**src/rtl/axi_lite_master.sv**
```systemverilog
// =============================================================================
//  Module   : axi_lite_master
//  Brief    : Single-outstanding AXI4-Lite initiator that turns core-side
//             load/store requests into AXI4-Lite read/write transactions.
//  Revision : 1.0 - initial release
// =============================================================================
`default_nettype none

module axi_lite_master #(
    parameter int ADDR_WIDTH = 32,
    parameter int DATA_WIDTH = 32,
    parameter int STRB_WIDTH = DATA_WIDTH / 8
) (
    input  logic                  CLK,
    input  logic                  RST,

    input  logic                  req_valid,
    output logic                  req_ready,
    input  logic                  req_we,
    input  logic [ADDR_WIDTH-1:0] req_addr,
    input  logic [DATA_WIDTH-1:0] req_wdata,
    input  logic [STRB_WIDTH-1:0] req_wstrb,

    output logic                  rsp_valid,
    output logic [DATA_WIDTH-1:0] rsp_rdata,
    output logic                  rsp_err,

    output logic                  M_AXI_AWVALID,
    input  logic                  M_AXI_AWREADY,
    output logic [ADDR_WIDTH-1:0] M_AXI_AWADDR,
    output logic [2:0]            M_AXI_AWPROT,

    output logic                  M_AXI_WVALID,
    input  logic                  M_AXI_WREADY,
    output logic [DATA_WIDTH-1:0] M_AXI_WDATA,
    output logic [STRB_WIDTH-1:0] M_AXI_WSTRB,

    input  logic                  M_AXI_BVALID,
    output logic                  M_AXI_BREADY,
    input  logic [1:0]            M_AXI_BRESP,

    output logic                  M_AXI_ARVALID,
    input  logic                  M_AXI_ARREADY,
    output logic [ADDR_WIDTH-1:0] M_AXI_ARADDR,
    output logic [2:0]            M_AXI_ARPROT,

    input  logic                  M_AXI_RVALID,
    output logic                  M_AXI_RREADY,
    input  logic [DATA_WIDTH-1:0] M_AXI_RDATA,
    input  logic [1:0]            M_AXI_RRESP
);

    localparam logic [2:0] c_prot = 3'b000;

    typedef enum logic [1:0] {
        S_IDLE    = 2'd0,
        S_WR      = 2'd1,
        S_RD_ADDR = 2'd2,
        S_RD_DATA = 2'd3
    } state_t;

    state_t                state_q,     state_d;
    logic                  awvalid_q,   awvalid_d;
    logic                  wvalid_q,    wvalid_d;
    logic                  bready_q,    bready_d;
    logic                  arvalid_q,   arvalid_d;
    logic                  rready_q,    rready_d;
    logic [ADDR_WIDTH-1:0] awaddr_q,    awaddr_d;
    logic [ADDR_WIDTH-1:0] araddr_q,    araddr_d;
    logic [DATA_WIDTH-1:0] wdata_q,     wdata_d;
    logic [STRB_WIDTH-1:0] wstrb_q,     wstrb_d;
    logic                  rsp_valid_q, rsp_valid_d;
    logic                  rsp_err_q,   rsp_err_d;
    logic [DATA_WIDTH-1:0] rsp_rdata_q, rsp_rdata_d;

    logic                  w_accept;

    assign w_accept = req_valid && (state_q == S_IDLE);

    always_comb begin
        state_d     = state_q;
        awvalid_d   = awvalid_q;
        wvalid_d    = wvalid_q;
        bready_d    = bready_q;
        arvalid_d   = arvalid_q;
        rready_d    = rready_q;
        awaddr_d    = awaddr_q;
        araddr_d    = araddr_q;
        wdata_d     = wdata_q;
        wstrb_d     = wstrb_q;
        rsp_valid_d = 1'b0;
        rsp_err_d   = rsp_err_q;
        rsp_rdata_d = rsp_rdata_q;

        case (state_q)
            S_IDLE: begin
                if (w_accept) begin
                    if (req_we) begin
                        awaddr_d  = req_addr;
                        wdata_d   = req_wdata;
                        wstrb_d   = req_wstrb;
                        awvalid_d = 1'b1;
                        wvalid_d  = 1'b1;
                        bready_d  = 1'b1;
                        state_d   = S_WR;
                    end else begin
                        araddr_d  = req_addr;
                        arvalid_d = 1'b1;
                        state_d   = S_RD_ADDR;
                    end
                end
            end
            S_WR: begin
                if (awvalid_q && M_AXI_AWREADY) awvalid_d = 1'b0;
                if (wvalid_q && M_AXI_WREADY)   wvalid_d  = 1'b0;
                // The response only counts once both AW and W have been handed off.
                if (!awvalid_q && !wvalid_q && bready_q && M_AXI_BVALID) begin
                    bready_d    = 1'b0;
                    rsp_valid_d = 1'b1;
                    rsp_err_d   = (M_AXI_BRESP != 2'b00);
                    state_d     = S_IDLE;
                end
            end
            S_RD_ADDR: begin
                if (M_AXI_ARREADY) begin
                    arvalid_d = 1'b0;
                    rready_d  = 1'b1;
                    state_d   = S_RD_DATA;
                end
            end
            S_RD_DATA: begin
                if (M_AXI_RVALID) begin
                    rready_d    = 1'b0;
                    rsp_valid_d = 1'b1;
                    rsp_rdata_d = M_AXI_RDATA;
                    rsp_err_d   = (M_AXI_RRESP != 2'b00);
                    state_d     = S_IDLE;
                end
            end
            default: state_d = S_IDLE;
        endcase
    end

    always_ff @(posedge CLK) begin
        if (RST) begin
            state_q     <= S_IDLE;
            awvalid_q   <= 1'b0;
            wvalid_q    <= 1'b0;
            bready_q    <= 1'b0;
            arvalid_q   <= 1'b0;
            rready_q    <= 1'b0;
            awaddr_q    <= '0;
            araddr_q    <= '0;
            wdata_q     <= '0;
            wstrb_q     <= '0;
            rsp_valid_q <= 1'b0;
            rsp_err_q   <= 1'b0;
            rsp_rdata_q <= '0;
        end else begin
            state_q     <= state_d;
            awvalid_q   <= awvalid_d;
            wvalid_q    <= wvalid_d;
            bready_q    <= bready_d;
            arvalid_q   <= arvalid_d;
            rready_q    <= rready_d;
            awaddr_q    <= awaddr_d;
            araddr_q    <= araddr_d;
            wdata_q     <= wdata_d;
            wstrb_q     <= wstrb_d;
            rsp_valid_q <= rsp_valid_d;
            rsp_err_q   <= rsp_err_d;
            rsp_rdata_q <= rsp_rdata_d;
        end
    end

    assign req_ready     = (state_q == S_IDLE);
    assign rsp_valid     = rsp_valid_q;
    assign rsp_rdata     = rsp_rdata_q;
    assign rsp_err       = rsp_err_q;

    assign M_AXI_AWVALID = awvalid_q;
    assign M_AXI_AWADDR  = awaddr_q;
    assign M_AXI_AWPROT  = c_prot;
    assign M_AXI_WVALID  = wvalid_q;
    assign M_AXI_WDATA   = wdata_q;
    assign M_AXI_WSTRB   = wstrb_q;
    assign M_AXI_BREADY  = bready_q;
    assign M_AXI_ARVALID = arvalid_q;
    assign M_AXI_ARADDR  = araddr_q;
    assign M_AXI_ARPROT  = c_prot;
    assign M_AXI_RREADY  = rready_q;

endmodule

`default_nettype wire
```
**config.mk**
```make
export PLATFORM = sky130hd
export DESIGN_NAME = axi_lite_master
export DESIGN_NICKNAME = d
export VERILOG_FILES = /design/src/rtl/axi_lite_master.sv
export SDC_FILE = /design/constraint.sdc
export NUM_CORES = 1
export LEC_CHECK = 0
export BUFFER_PORTS_ARGS = -buffer_cell sky130_fd_sc_hd__buf_2
export CORE_UTILIZATION = 41
export CTS_CLUSTER_DIAMETER = 40
export DETAILED_ROUTE_END_ITERATION = 8
export PLACE_DENSITY = 0.8
export SLEW_MARGIN = 20
export SYNTH_ARGS = -nofsm -noshare
export SYNTH_HDL_FRONTEND = slang
export SYNTH_SLANG_ARGS = --single-unit
```
**constraint.sdc**
```tcl
create_clock -name CLK -period 1.49 [get_ports CLK]
set_input_delay 0.149 -clock CLK [delete_from_list [all_inputs] [get_ports CLK]]
set_output_delay 0.149 -clock CLK [all_outputs]
set_load 0.01 [all_outputs]
```
==> summary.md, run 1 <==
| Metric | Value |
|---|---|
| Drt first pass iters | `7` |
| CTS HTree Levels | `4` |
| Fin worst setup slack | `0.06969 ns` |
| Finished Core Util | `0.6825` |
| CTS tree | `done` |
| Peak Freq | `0.7041 GHz` |
| GPL Wtd Cong | `0.7825` |
| Routed WL | `17380 um` |
| Top cell types by occurrence after synthesis | `nand2_1, dfxtp_1, a21oi_1, clkbuf_1, nand2_2` |
| Crit path arrival time | `1.71 ns` |
| Num ports | `259` |
| Worst Path Max Fanout | `32` |
| Via count | `5600` |
| Final period utilization | `0.9532` |
| Dpl cells | `1015` |
| Final Hold Viols | `0` |
| Clock buffer depth | `2` |
| Leakage power figure | `3.699 nW` |
| # clock sinks | `141` |
| CTS Buf Count | `17` |
| Startpoint Class | `register` |
| Area growth, synth to finish | `61.19%` |
| Final Skew | `0.007543 ns` |
| Die X-Extent | `113.8 um` |
| Number of flops mapped to enable cells by yosys | `0` |
| Post-place setup slack | `0.09606 ns` |
| Synth unique cells | `29` |
| Total grt overflow | `0` |
| Crit. End Element | `register` |
| IO Port Bufs | `252` |
| Final setup violation count | `0` |
| Placed Area | `0.006565 mm^2` |
| Antenna diodes | `0` |
| Top-count cell post-synth | `nand2_1` |
| Starting Density | `0.4235` |
| CTS root buf | `clkbuf_16` |
| DR WL/cell | `15.10 um` |
| HP Class | `input pin to register` |
| Async SR Flop Fraction | `0` |
| Final Critical Period | `1.420 ns` |
| Cell count after synthesis | `631` |
| Largest net degree at the start of global routing | `74` |
| # rows | `40` |
| Run status | `complete, no violations` |
| Area leader, netlist | `dfxtp_1` |
| Final setup TNS | `0 ns` |
| Synth top area cells | `dfxtp_1, nand2_1, a21oi_1` |
| Critical Path RT | `1.78 ns` |
| DRC Markers | `0` |
| Antenna-violating nets left | `0` |
| First-pass GRT wire length | `26500 um` |
| Number of global-route vias before repair | `5458` |
| Final nets | `1083` |
| Worst Setup Path Type | `register to register` |
| Avg Cell Area, Syn | `8.128 um^2` |
| Clk pin slew, worst setup/hold paths | `0.06 ns` |
| Worst VDD drop | `799.3 uV` |
| Max cap viols | `0` |
| Core area | `0.01211 mm^2` |
| Initial antenna violation count | `0` |
| Pwr Density | `1193 mW/mm^2` |
| Synthesis-stage register bit count | `141` |
| Clk_lat worst skew | `0.42 ns` |
| Fill count | `926` |
| Mapped Area | `0.005129 mm^2` |
| Main flop type after synthesis | `dfxtp_1` |
| Ratio of cells with drive above 1 in the final layout | `0.3418` |
| Sequential area share after synthesis | `0.5504` |
| RSZ-0062 raised after global routing | `no` |
| Total GRT Usage | `0.2648` |
| Ys Warns | `0` |
| Chip height | `113.8 um` |
| Layout Cells excl Fill | `1151` |
| Detailed Place HPWL | `9519 um` |
| DRT iter0 DRCs | `524` |
| Final Max Slew Viols | `0` |
| Share of the synthesized area in the top cell type | `0.5504` |
| Vias per Instance | `4.865` |
| Design area | `0.008267 mm^2` |
| Die ar. | `0.01296 mm^2` |
-- through the flow --
stage                     power (mW)  hold slack [ns]
after global routing           10.21          0.04741
after CTS                      9.839          0.02546
final                          9.858          0.04132
after detailed placement       5.149           0.3338
after global placement         5.129           0.3317
after floorplan                4.678           0.2446
-- critical path: stages (launching register included) --
cell and delay [ns]:
dfxtp_1 0.36, or4b_4 0.57, buf_12 0.20, nand2_1 0.08, a21oi_1 0.07
-- registers in the layout, summed over array words and instances, names as in the netlist --
| signal | flops |
|---|---|
| rsp_err | 1 |
| M_AXI_AWVALID | 1 |
| M_AXI_ARADDR | 32 |
| rsp_rdata | 32 |
| rsp_valid | 1 |
| M_AXI_ARVALID | 1 |
| M_AXI_RREADY | 1 |
| M_AXI_WSTRB | 4 |
| state_q | 2 |
| M_AXI_AWADDR | 32 |
| M_AXI_WVALID | 1 |
| M_AXI_WDATA | 32 |
| M_AXI_BREADY | 1 |
-- final timing paths --
check	depth (start not counted)	slack, ns	from	endpoint
worst max register to register	4	0.07	state_q[0]	M_AXI_ARADDR[3]
worst min-delay path	3	0.04	M_AXI_RVALID	state_q[1]
worst min register to register	2	0.45	M_AXI_WSTRB[3]	M_AXI_WSTRB[3]
worst max-delay path	4	0.07	state_q[0]	M_AXI_ARADDR[3]
-- where the power goes --
group / leakage, nW / internal [mW] / switching (mW) / total [mW]
Sequential: 1.15 / 3.95 / 0.0954 / 4.04
Combinational: 2.24 / 0.633 / 0.671 / 1.30
Clock: 0.315 / 2.92 / 1.60 / 4.51
-- cells by family (layout without fill, tap and decap cells) --
kind of cell | count (synthesis) | in the layout | synth area share
flops | 141 | 141 | 0.5504
mux | 1 | 1 | 0.001952
compound gates | 143 | 143 | 0.1520
simple gates | 290 | 290 | 0.2359
buf+inv | 55 | 402 | 0.05904
other cells | 1 | 6 | 0.0007312
-- what timing repair did --
item	4_1_cts	5_1_grt
endpoints found under the hold margin	132	0
hold buffers	102	0
setup buffers	0	1
setup endpoints to repair	0	19
resized for setup	0	5
-- cell usage in the layout (no fill, tap or decap), types with 2 or more instances in the layout --
| cell | synthesis | routed |
|---|---|---|
| nor2_1 | 10 | 9 |
| clkbuf_16 | 0 | 18 |
| a211oi_1 | 3 | 3 |
| nand2b_1 | 2 | 2 |
| clkinv_2 | 0 | 6 |
| nand2_1 | 246 | 246 |
| bufinv_16 | 0 | 4 |
| clkbuf_8 | 0 | 3 |
| a21oi_1 | 125 | 125 |
| nor2b_1 | 2 | 2 |
| buf_12 | 0 | 10 |
| nand2_2 | 20 | 20 |
| buf_2 | 17 | 251 |
| nor3_1 | 2 | 2 |
| dlygate4sd3_1 | 0 | 102 |
| dfxtp_1 | 141 | 140 |
| a21oi_2 | 10 | 10 |
| conb_1 | 1 | 6 |
| buf_4 | 10 | 3 |
| buf_6 | 5 | 3 |
-- layer usage --
metal / vias up / GRT usage / share of wire
met5: - / 0 / 0
met4: 0 / 0.1723 / 0.052
met3: 76 / 0.08820 / 0.076
met2: 287 / 0.4626 / 0.49
met1: 2533 / 0.2717 / 0.38
li1: 2704 / - / -
-- area by class of cell --
cell class	count	area, um^2	area share
clock buffers	20	466.7	0.05646
clock inverters	12	166.4	0.02013
repair buffers	370	2559	0.3095
well taps	168	210.2	0.02543
flip-flops and latches	141	2824	0.3416
multi-input cells	440	2041	0.2469
Note: power is estimated with default switching activity, not from simulation.
==> inputs of run 2 (changes only) <==
CORE_UTILIZATION = 25   (was 41)
PLACE_DENSITY = 0.55   (was 0.8)
==> run 2 against run 1 <==
Count of clock-buffer cells in the layout is 1 higher. Critical path depth stayed put. Setup slack better by 0.0091 ns. Register-to-register slack better by 0.05 ns. Flip-flop and latch count stayed put. Die area is 63% higher. Via count is 3.9% lower. Global-route usage is 11 points lower. First-iteration DRC count is 63% lower. Clock skew hardly changed. Critical path type is now register to output port.
==> summary.md, run 2 (same netlist as run 1, synthesis figures left out) <==
| Metric | Value |
|---|---|
| Switching Share | `0.2538 (was 0.2396)` |
| Clock buffer depth | `2 (unchanged)` |
| Pwr Density | `1137 mW/mm^2 (was 1193 mW/mm^2)` |
| Critical Path RT | `1.34 ns (was 1.78 ns)` |
| Final Max Slew Viols | `0 (unchanged)` |
| Antenna diodes | `0 (unchanged)` |
| Worst Path Max Fanout | `9 (was 32)` |
| Die ar. | `0.02109 mm^2 (was 0.01296 mm^2)` |
| Final Skew | `0.007900 ns (was 0.007543 ns)` |
| DRT iter0 DRCs | `194 (was 524)` |
| Placed Area | `0.006700 mm^2 (was 0.006565 mm^2)` |
| Final Critical Period | `1.411 ns (was 1.420 ns)` |
| Leakage power figure | `3.638 nW (was 3.699 nW)` |
| Setup crit start | `state_q[0] (unchanged)` |
| Via count | `5384 (was 5600)` |
| Final Hold Viols | `0 (unchanged)` |
| Vias per Instance | `4.304 (was 4.865)` |
| Clk pin slew, worst setup/hold paths | `0.06 ns (about the same)` |
| Cell Int Power | `7.024 mW (was 7.496 mW)` |
| Crit. End Element | `output port (was register)` |
| Drt first pass iters | `6 (was 7)` |
| Crit path arrival time | `1.26 ns (was 1.71 ns)` |
| GPL Wtd Cong | `0.7160 (was 0.7825)` |
| Endpoint, Worst Hold | `rsp_rdata[7] (was state_q[1])` |
| CTS tree | `done (unchanged)` |
| Startpoint Class | `register (unchanged)` |
| R2R Path End | `M_AXI_ARADDR[4] (was M_AXI_ARADDR[3])` |
| IO Port Bufs | `252 (unchanged)` |
| Antenna-violating nets left | `0 (unchanged)` |
| Total GRT Usage | `0.1551 (was 0.2648)` |
| Max cap viols | `0 (unchanged)` |
| Design area | `0.008279 mm^2 (was 0.008267 mm^2)` |
| Chip height | `145.2 um (was 113.8 um)` |
| Comb power frac | `0.135 (was 0.132)` |
| Area growth, synth to finish | `61.43% (was 61.19%)` |
| HP Class | `input pin to register (unchanged)` |
| Reg-to-reg slack, setup | `0.12 ns (was 0.07 ns)` |
| # rows | `52 (was 40)` |
| Num ports | `259 (unchanged)` |
| HP Start | `RST (was M_AXI_RVALID)` |
| Total grt overflow | `0 (unchanged)` |
| Core area | `0.02017 mm^2 (was 0.01211 mm^2)` |
| CTS root buf | `clkbuf_16 (unchanged)` |
| Net switching power | `2.389 mW (was 2.362 mW)` |
| DR WL/cell | `13.02 um (was 15.10 um)` |
| Final setup TNS | `0 ns (unchanged)` |
| Final setup violation count | `0 (unchanged)` |
| Initial antenna violation count | `0 (unchanged)` |
| Most frequent cells in the layout | `buf_2, nand2_1, dfxtp_1 (unchanged)` |
| Number of global-route vias before repair | `5286 (was 5458)` |
| RSZ-0062 raised after global routing | `no (unchanged)` |
| FF-to-FF path depth | `4 (unchanged)` |
| Reg-to-Reg Start | `state_q[1] (was state_q[0])` |
| DRC Markers | `0 (unchanged)` |
| Commonest non-fill, non-tap cell in the layout | `buf_2 (unchanged)` |
| Starting Density | `0.2543 (was 0.4235)` |
| Peak Freq | `0.7086 GHz (was 0.7041 GHz)` |
| Ratio of cells with drive above 1 in the final layout | `0.3344 (was 0.3418)` |
| Worst Setup Path Type | `register to output port (was register to register)` |
| Clock network fraction of design power | `0.437 (was 0.458)` |
| # clock sinks | `141 (unchanged)` |
| Routed WL | `16280 um (was 17380 um)` |
| First-pass GRT wire length | `26260 um (was 26500 um)` |
| Largest net degree at the start of global routing | `73 (was 74)` |
| Final period utilization | `0.9471 (was 0.9532)` |
| Flop pwr share | `0.428 (was 0.410)` |
| Detailed Place HPWL | `10190 um (was 9519 um)` |
| Run status | `complete, no violations (unchanged)` |
| WHS Path Cells | `2 (was 3)` |
| Die X-Extent | `145.2 um (was 113.8 um)` |
| Worst VDD drop | `674.4 uV (was 799.3 uV)` |
| CTS Buf Count | `17 (unchanged)` |
| CTS HTree Levels | `4 (unchanged)` |
| Final nets | `1082 (was 1083)` |
| Clk_lat worst skew | `0.41 ns (was 0.42 ns)` |
run 2: worst max-delay path: stages, from the launching register on:
cell and delay [ns]:
dfxtp_1 0.32, buf_4 0.17, buf_4 0.15, nor2_1 0.09, buf_2 0.13
run 2: cell type report:
type | instances | area [um^2]
fillers | 2060 | 11890
flip-flops and latches | 141 | 2823
multi-input cells | 440 | 2038
clock inverters | 10 | 117.6
repair buffers | 369 | 2522
well taps | 270 | 337.8
clock buffers | 21 | 440.4
run 2: timing repair:
action,4_1_cts,5_1_grt
hold endpoints to repair,133,0
gates resized for setup,0,0
hold buffers,102,0
buffers inserted,0,0
run 2: worst max path at each step:
| stage | end | slack, ns |
|---|---|---|
| after floorplan | M_AXI_ARADDR[10] | 0.05 |
| after global placement | rsp_err | 0.14 |
| after detailed placement | M_AXI_ARADDR[28] | 0.13 |
| after CTS | req_ready | 0.05 |
| after global routing | req_ready | 0.01 |
| final | req_ready | 0.08 |
run 2: power by group through the flow:
stage / registers (mW) / logic, mW / clock network [mW]
2_1_floorplan: 4.19 / 0.486 / 0
3_3_place_gp: 4.11 / 1.06 / 0
3_5_place_dp: 4.11 / 1.07 / 0
4_1_cts: 4.03 / 1.28 / 4.25
5_1_grt: 4.05 / 1.39 / 4.42
6_report: 4.03 / 1.27 / 4.11
run 2: layer usage:
layer | vias to the layer above | part of all wire | GRT usage
met1 | 2494 | 0.44 | 0.1782
met3 | 16 | 0.062 | 0.04654
met4 | 0 | 0.013 | 0.05579
li1 | 2705 | - | -
met5 | - | 0 | 0
met2 | 169 | 0.49 | 0.2707
run 2: per-stage QoR:
| stage | power, mW | hold WS (ns) | std cells | setup WS (ns) | util |
|---|---|---|---|---|---|
| floorplan | 4.678 | 0.2446 | 636 | 0.05279 | - |
| finish | 9.413 | 0.04014 | 1251 | 0.07881 | 0.4105 |
| detailed placement | 5.181 | 0.3397 | 1118 | 0.1303 | 0.3322 |
| CTS | 9.557 | 0.009134 | 1251 | 0.05196 | 0.4105 |
| global route | 9.858 | 0.02450 | 1251 | 0.01347 | 0.4105 |
| global placement | 5.167 | 0.3385 | 1118 | 0.1366 | 0.3322 |
==> inputs of run 3 (changes only) <==
ABC_AREA = 1   (was default)
==> run 3 against run 2 <==
Flip-flop and latch count unchanged. Highest routed layer unchanged. Maximum frequency grew 6.4%. Global-route usage decreased by 1.2 points. Critical endpoint is now M_AXI_ARADDR[26]. Critical path depth increased by 2.
==> summary.md, run 3 <==
| Metric | Value |
|---|---|
| Clk_lat worst skew | `0.42 ns (was 0.41 ns)` |
| RSZ-0062 raised after global routing | `no (unchanged)` |
| Ratio of cells with drive above 1 in the final layout | `0.3121 (was 0.3344)` |
| Area growth, synth to finish | `53.23% (was 61.43%)` |
| Via count | `5083 (was 5384)` |
| Reg area | `0.002823 mm^2 (unchanged)` |
| Number of global-route vias before repair | `4690 (was 5286)` |
| GPL Wtd Cong | `0.7749 (was 0.7160)` |
| Peak Freq | `0.7543 GHz (was 0.7086 GHz)` |
| Die ar. | `0.02164 mm^2 (was 0.02109 mm^2)` |
| Critical Path RT | `1.84 ns (was 1.34 ns)` |
| Slowest library cell on the worst path | `dfxtp_1 (unchanged)` |
| Switching Share | `0.2700 (was 0.2538)` |
| Total GRT Usage | `0.1433 (was 0.1551)` |
| Met2 Use GR | `0.2491 (was 0.2707)` |
| Final Hold Viols | `0 (unchanged)` |
| Most frequent cells in the layout | `buf_2, dfxtp_1, o21ai_0 (was buf_2, nand2_1, dfxtp_1)` |
| Clock buffer depth | `2 (unchanged)` |
| Crit. End Element | `register (was output port)` |
| Synthesis-stage register bit count | `141 (unchanged)` |
| Final nets | `1074 (was 1082)` |
| CTS root buf | `clkbuf_16 (unchanged)` |
| Synth top area cells | `dfxtp_1, o21ai_0, a21oi_1 (was dfxtp_1, nand2_1, a21oi_1)` |
| Cell Int Power | `8.269 mW (was 7.024 mW)` |
| Commonest non-fill, non-tap cell in the layout | `buf_2 (unchanged)` |
| CTS tree | `done (unchanged)` |
| Met3 GRT Util | `0.03975 (was 0.04654)` |
| Cell count after synthesis | `647 (was 631)` |
| Starting Density | `0.2577 (was 0.2543)` |
| Avg Cell Area, Syn | `8.138 um^2 (was 8.128 um^2)` |
| Worst path top cell family by delay | `simple AND/OR/NAND/NOR gates (was buffers and inverters)` |
| Synth unique cells | `21 (was 29)` |
| Area leader, netlist | `dfxtp_1 (unchanged)` |
| Total grt overflow | `0 (unchanged)` |
| Vias per Instance | `4.086 (was 4.304)` |
| CTS HTree Levels | `4 (unchanged)` |
| Fill count | `2164 (was 2060)` |
| Adder-Cell Fraction of Synth Area | `0 (unchanged)` |
| Worst VDD drop | `624.3 uV (was 674.4 uV)` |
| Ys Warns | `0 (unchanged)` |
| XOR/XNOR Fraction of Synth Area | `0 (unchanged)` |
| Core area | `0.02043 mm^2 (was 0.02017 mm^2)` |
| Sequential area share after synthesis | `0.5361 (was 0.5504)` |
| Net switching power | `3.059 mW (was 2.389 mW)` |
| Busiest layer in global routing | `met2 (unchanged)` |
| Startpoint Class | `register (unchanged)` |
| Finished Core Util | `0.3949 (was 0.4105)` |
| Final setup TNS | `0 ns (unchanged)` |
| HP Class | `input pin to register (unchanged)` |
| Initial antenna violation count | `0 (unchanged)` |
| Max cap viols | `0 (unchanged)` |
| Die X-Extent | `147.1 um (was 145.2 um)` |
| Final setup violation count | `0 (unchanged)` |
| Worst Setup Path Type | `register to register (was register to output port)` |
| Antenna diodes | `0 (unchanged)` |
| Final Critical Period | `1.326 ns (was 1.411 ns)` |
| Dpl cells | `1141 (was 1118)` |
| Cell mode on critical path | `nor2_1 (was buf_4)` |
| Largest family of logic cells by synthesized area | `compound AO/OA/AOI/OAI gates (was simple AND/OR/NAND/NOR gates)` |
| Top-count cell post-synth | `dfxtp_1 (was nand2_1)` |
| CTS Buf Count | `17 (unchanged)` |
| Final Max Slew Viols | `0 (unchanged)` |
| First-pass GRT wire length | `24230 um (was 26260 um)` |
| Met1 Use GR | `0.1640 (was 0.1782)` |
| Mux contribution to synthesized area | `0 (was 0.001952)` |
| Main flop type after synthesis | `dfxtp_1 (unchanged)` |
| Detailed Place HPWL | `10790 um (was 10190 um)` |
| Antenna-violating nets left | `0 (unchanged)` |
| Clk pin slew, worst setup/hold paths | `0.06 ns (about the same)` |
| Largest net degree at the start of global routing | `77 (was 73)` |
| Share of the synthesized area in the top cell type | `0.5361 (was 0.5504)` |
| Drt first pass iters | `4 (was 6)` |
| DRC Markers | `0 (unchanged)` |
| Top cell types by occurrence after synthesis | `dfxtp_1, o21ai_0, inv_1, a21oi_1, nor2_1 (was nand2_1, dfxtp_1, a21oi_1, clkbuf_1, nand2_2)` |
| Pwr Density | `1404 mW/mm^2 (was 1137 mW/mm^2)` |
| Routed WL | `15540 um (was 16280 um)` |
| Number of flops mapped to enable cells by yosys | `0 (unchanged)` |
| DR WL/cell | `12.49 um (was 13.02 um)` |
| CP peak stage delay | `0.33 ns (was 0.32 ns)` |
| Num ports | `259 (unchanged)` |
| IO Port Bufs | `252 (unchanged)` |
| # clock sinks | `141 (unchanged)` |
| Layout Cells excl Fill | `1244 (was 1251)` |
| Final period utilization | `0.8898 (was 0.9471)` |
| Compound-Gate Fraction of Synth Area | `0.2327 (was 0.1520)` |
| Critical Path, Cell by Cell | `nor2_4 -> nand3_4 -> inv_1 -> buf_4 -> nor2_1 -> nor2_1 (was buf_4 -> buf_4 -> nor2_1 -> buf_2)` |
| Crit path arrival time | `1.68 ns (was 1.26 ns)` |
| Async SR Flop Fraction | `0 (unchanged)` |
| Chip height | `147.1 um (was 145.2 um)` |
| Leakage power figure | `3.729 nW (was 3.638 nW)` |
| # rows | `52 (unchanged)` |
| Run status | `complete, no violations (unchanged)` |
| Worst Path Max Fanout | `14 (was 9)` |
| Clock network fraction of design power | `0.411 (was 0.437)` |
| Flop pwr share | `0.394 (was 0.428)` |
| Simple-gate share of the synthesized area | `0.08104 (was 0.2359)` |
| Comb power frac | `0.195 (was 0.135)` |
| Area of the multi-input gates | `0.001679 mm^2 (was 0.002038 mm^2)` |
| WP buf/inv | `2 (was 3)` |
| Final Skew | `0.005667 ns (was 0.007900 ns)` |
| Power, Total | `11.33 mW (was 9.413 mW)` |
| Mapped Area | `0.005265 mm^2 (was 0.005129 mm^2)` |
| DRT iter0 DRCs | `197 (was 194)` |
==> run 3: changes by cell type after synthesis, sizes merged, moves of 3 or more <==
| cell | change |
|---|---|
| nand2 | -248 |
| buf | -4 |
| a21oi | -26 |
| o21ai | +135 |
| nand3 | +8 |
| nor2 | +60 |
| a211oi | -3 |
| inv | +111 |
==> run 3: worst reg2reg max path: cells and delay by family, from the launching register on <==
family / cells / cell delay (ns)
flip-flops: 1 / 0.33
buffers and inverters: 2 / 0.38
AND/OR/NAND/NOR: 4 / 0.56
==> run 3: cells by family after synthesis <==
logic type,Yosys count
simple gates,100
buf+inv,161
other cells,1
compound gates,244
flops,141
==> run 3: worst paths after layout <==
| kind | from | endpoint | slack [ns] | cells after the start |
|---|---|---|---|---|
| setup / recovery | state_q[0] | M_AXI_ARADDR[26] | 0.16 | 6 |
| setup reg to reg | state_q[0] | M_AXI_ARADDR[26] | 0.16 | 6 |
| hold / removal | req_addr[17] | M_AXI_ARADDR[17] | 0.02 | 3 |
| hold reg to reg | rsp_rdata[24] | rsp_rdata[24] | 0.44 | 2 |
==> run 3: per-layer routing <==
layer,vias to the layer above,wire (um)
li1,2684,-
met1,2261,6612
met2,117,7937
met3,21,717
met4,0,267
met5,-,0
==> run 3: per-stage QoR <==
step | setup WS, ns | area (um^2) | hold slack [ns]
floorplan | 0.2229 | 5284 | 0.3118
global placement | 0.1724 | 6709 | 0.4113
detailed placement | 0.1408 | 6709 | 0.4212
CTS | 0.1019 | 8068 | 0.0001219
global route | 0.006525 | 8068 | 0.007800
finish | 0.1642 | 8068 | 0.01746
==> run 3: power by group through the flow <==
stage | Sequential, mW | Clock, mW | Combinational (mW)
6_report | 4.46 | 4.66 | 2.21
5_1_grt | 4.51 | 4.96 | 2.47
4_1_cts | 4.46 | 4.83 | 2.25
3_5_place_dp | 4.54 | 0 | 2.09
3_3_place_gp | 4.53 | 0 | 2.08
2_1_floorplan | 4.75 | 0 | 1.06
==> run 3: final cells by class <==
type / count / share of cell area
multi-input cells: 350 / 0.2081
inverters: 111 / 0.05180
well taps: 270 / 0.04187
flip-flops and latches: 141 / 0.3499
repair buffers: 340 / 0.2680
clock inverters: 5 / 0.01551
clock buffers: 27 / 0.06483
==> run 3: repair_timing <==
action,CTS,global route
hold buffers,71,0
endpoints found under the hold margin,74,0
setup buffers,0,0
gates resized for setup,0,0
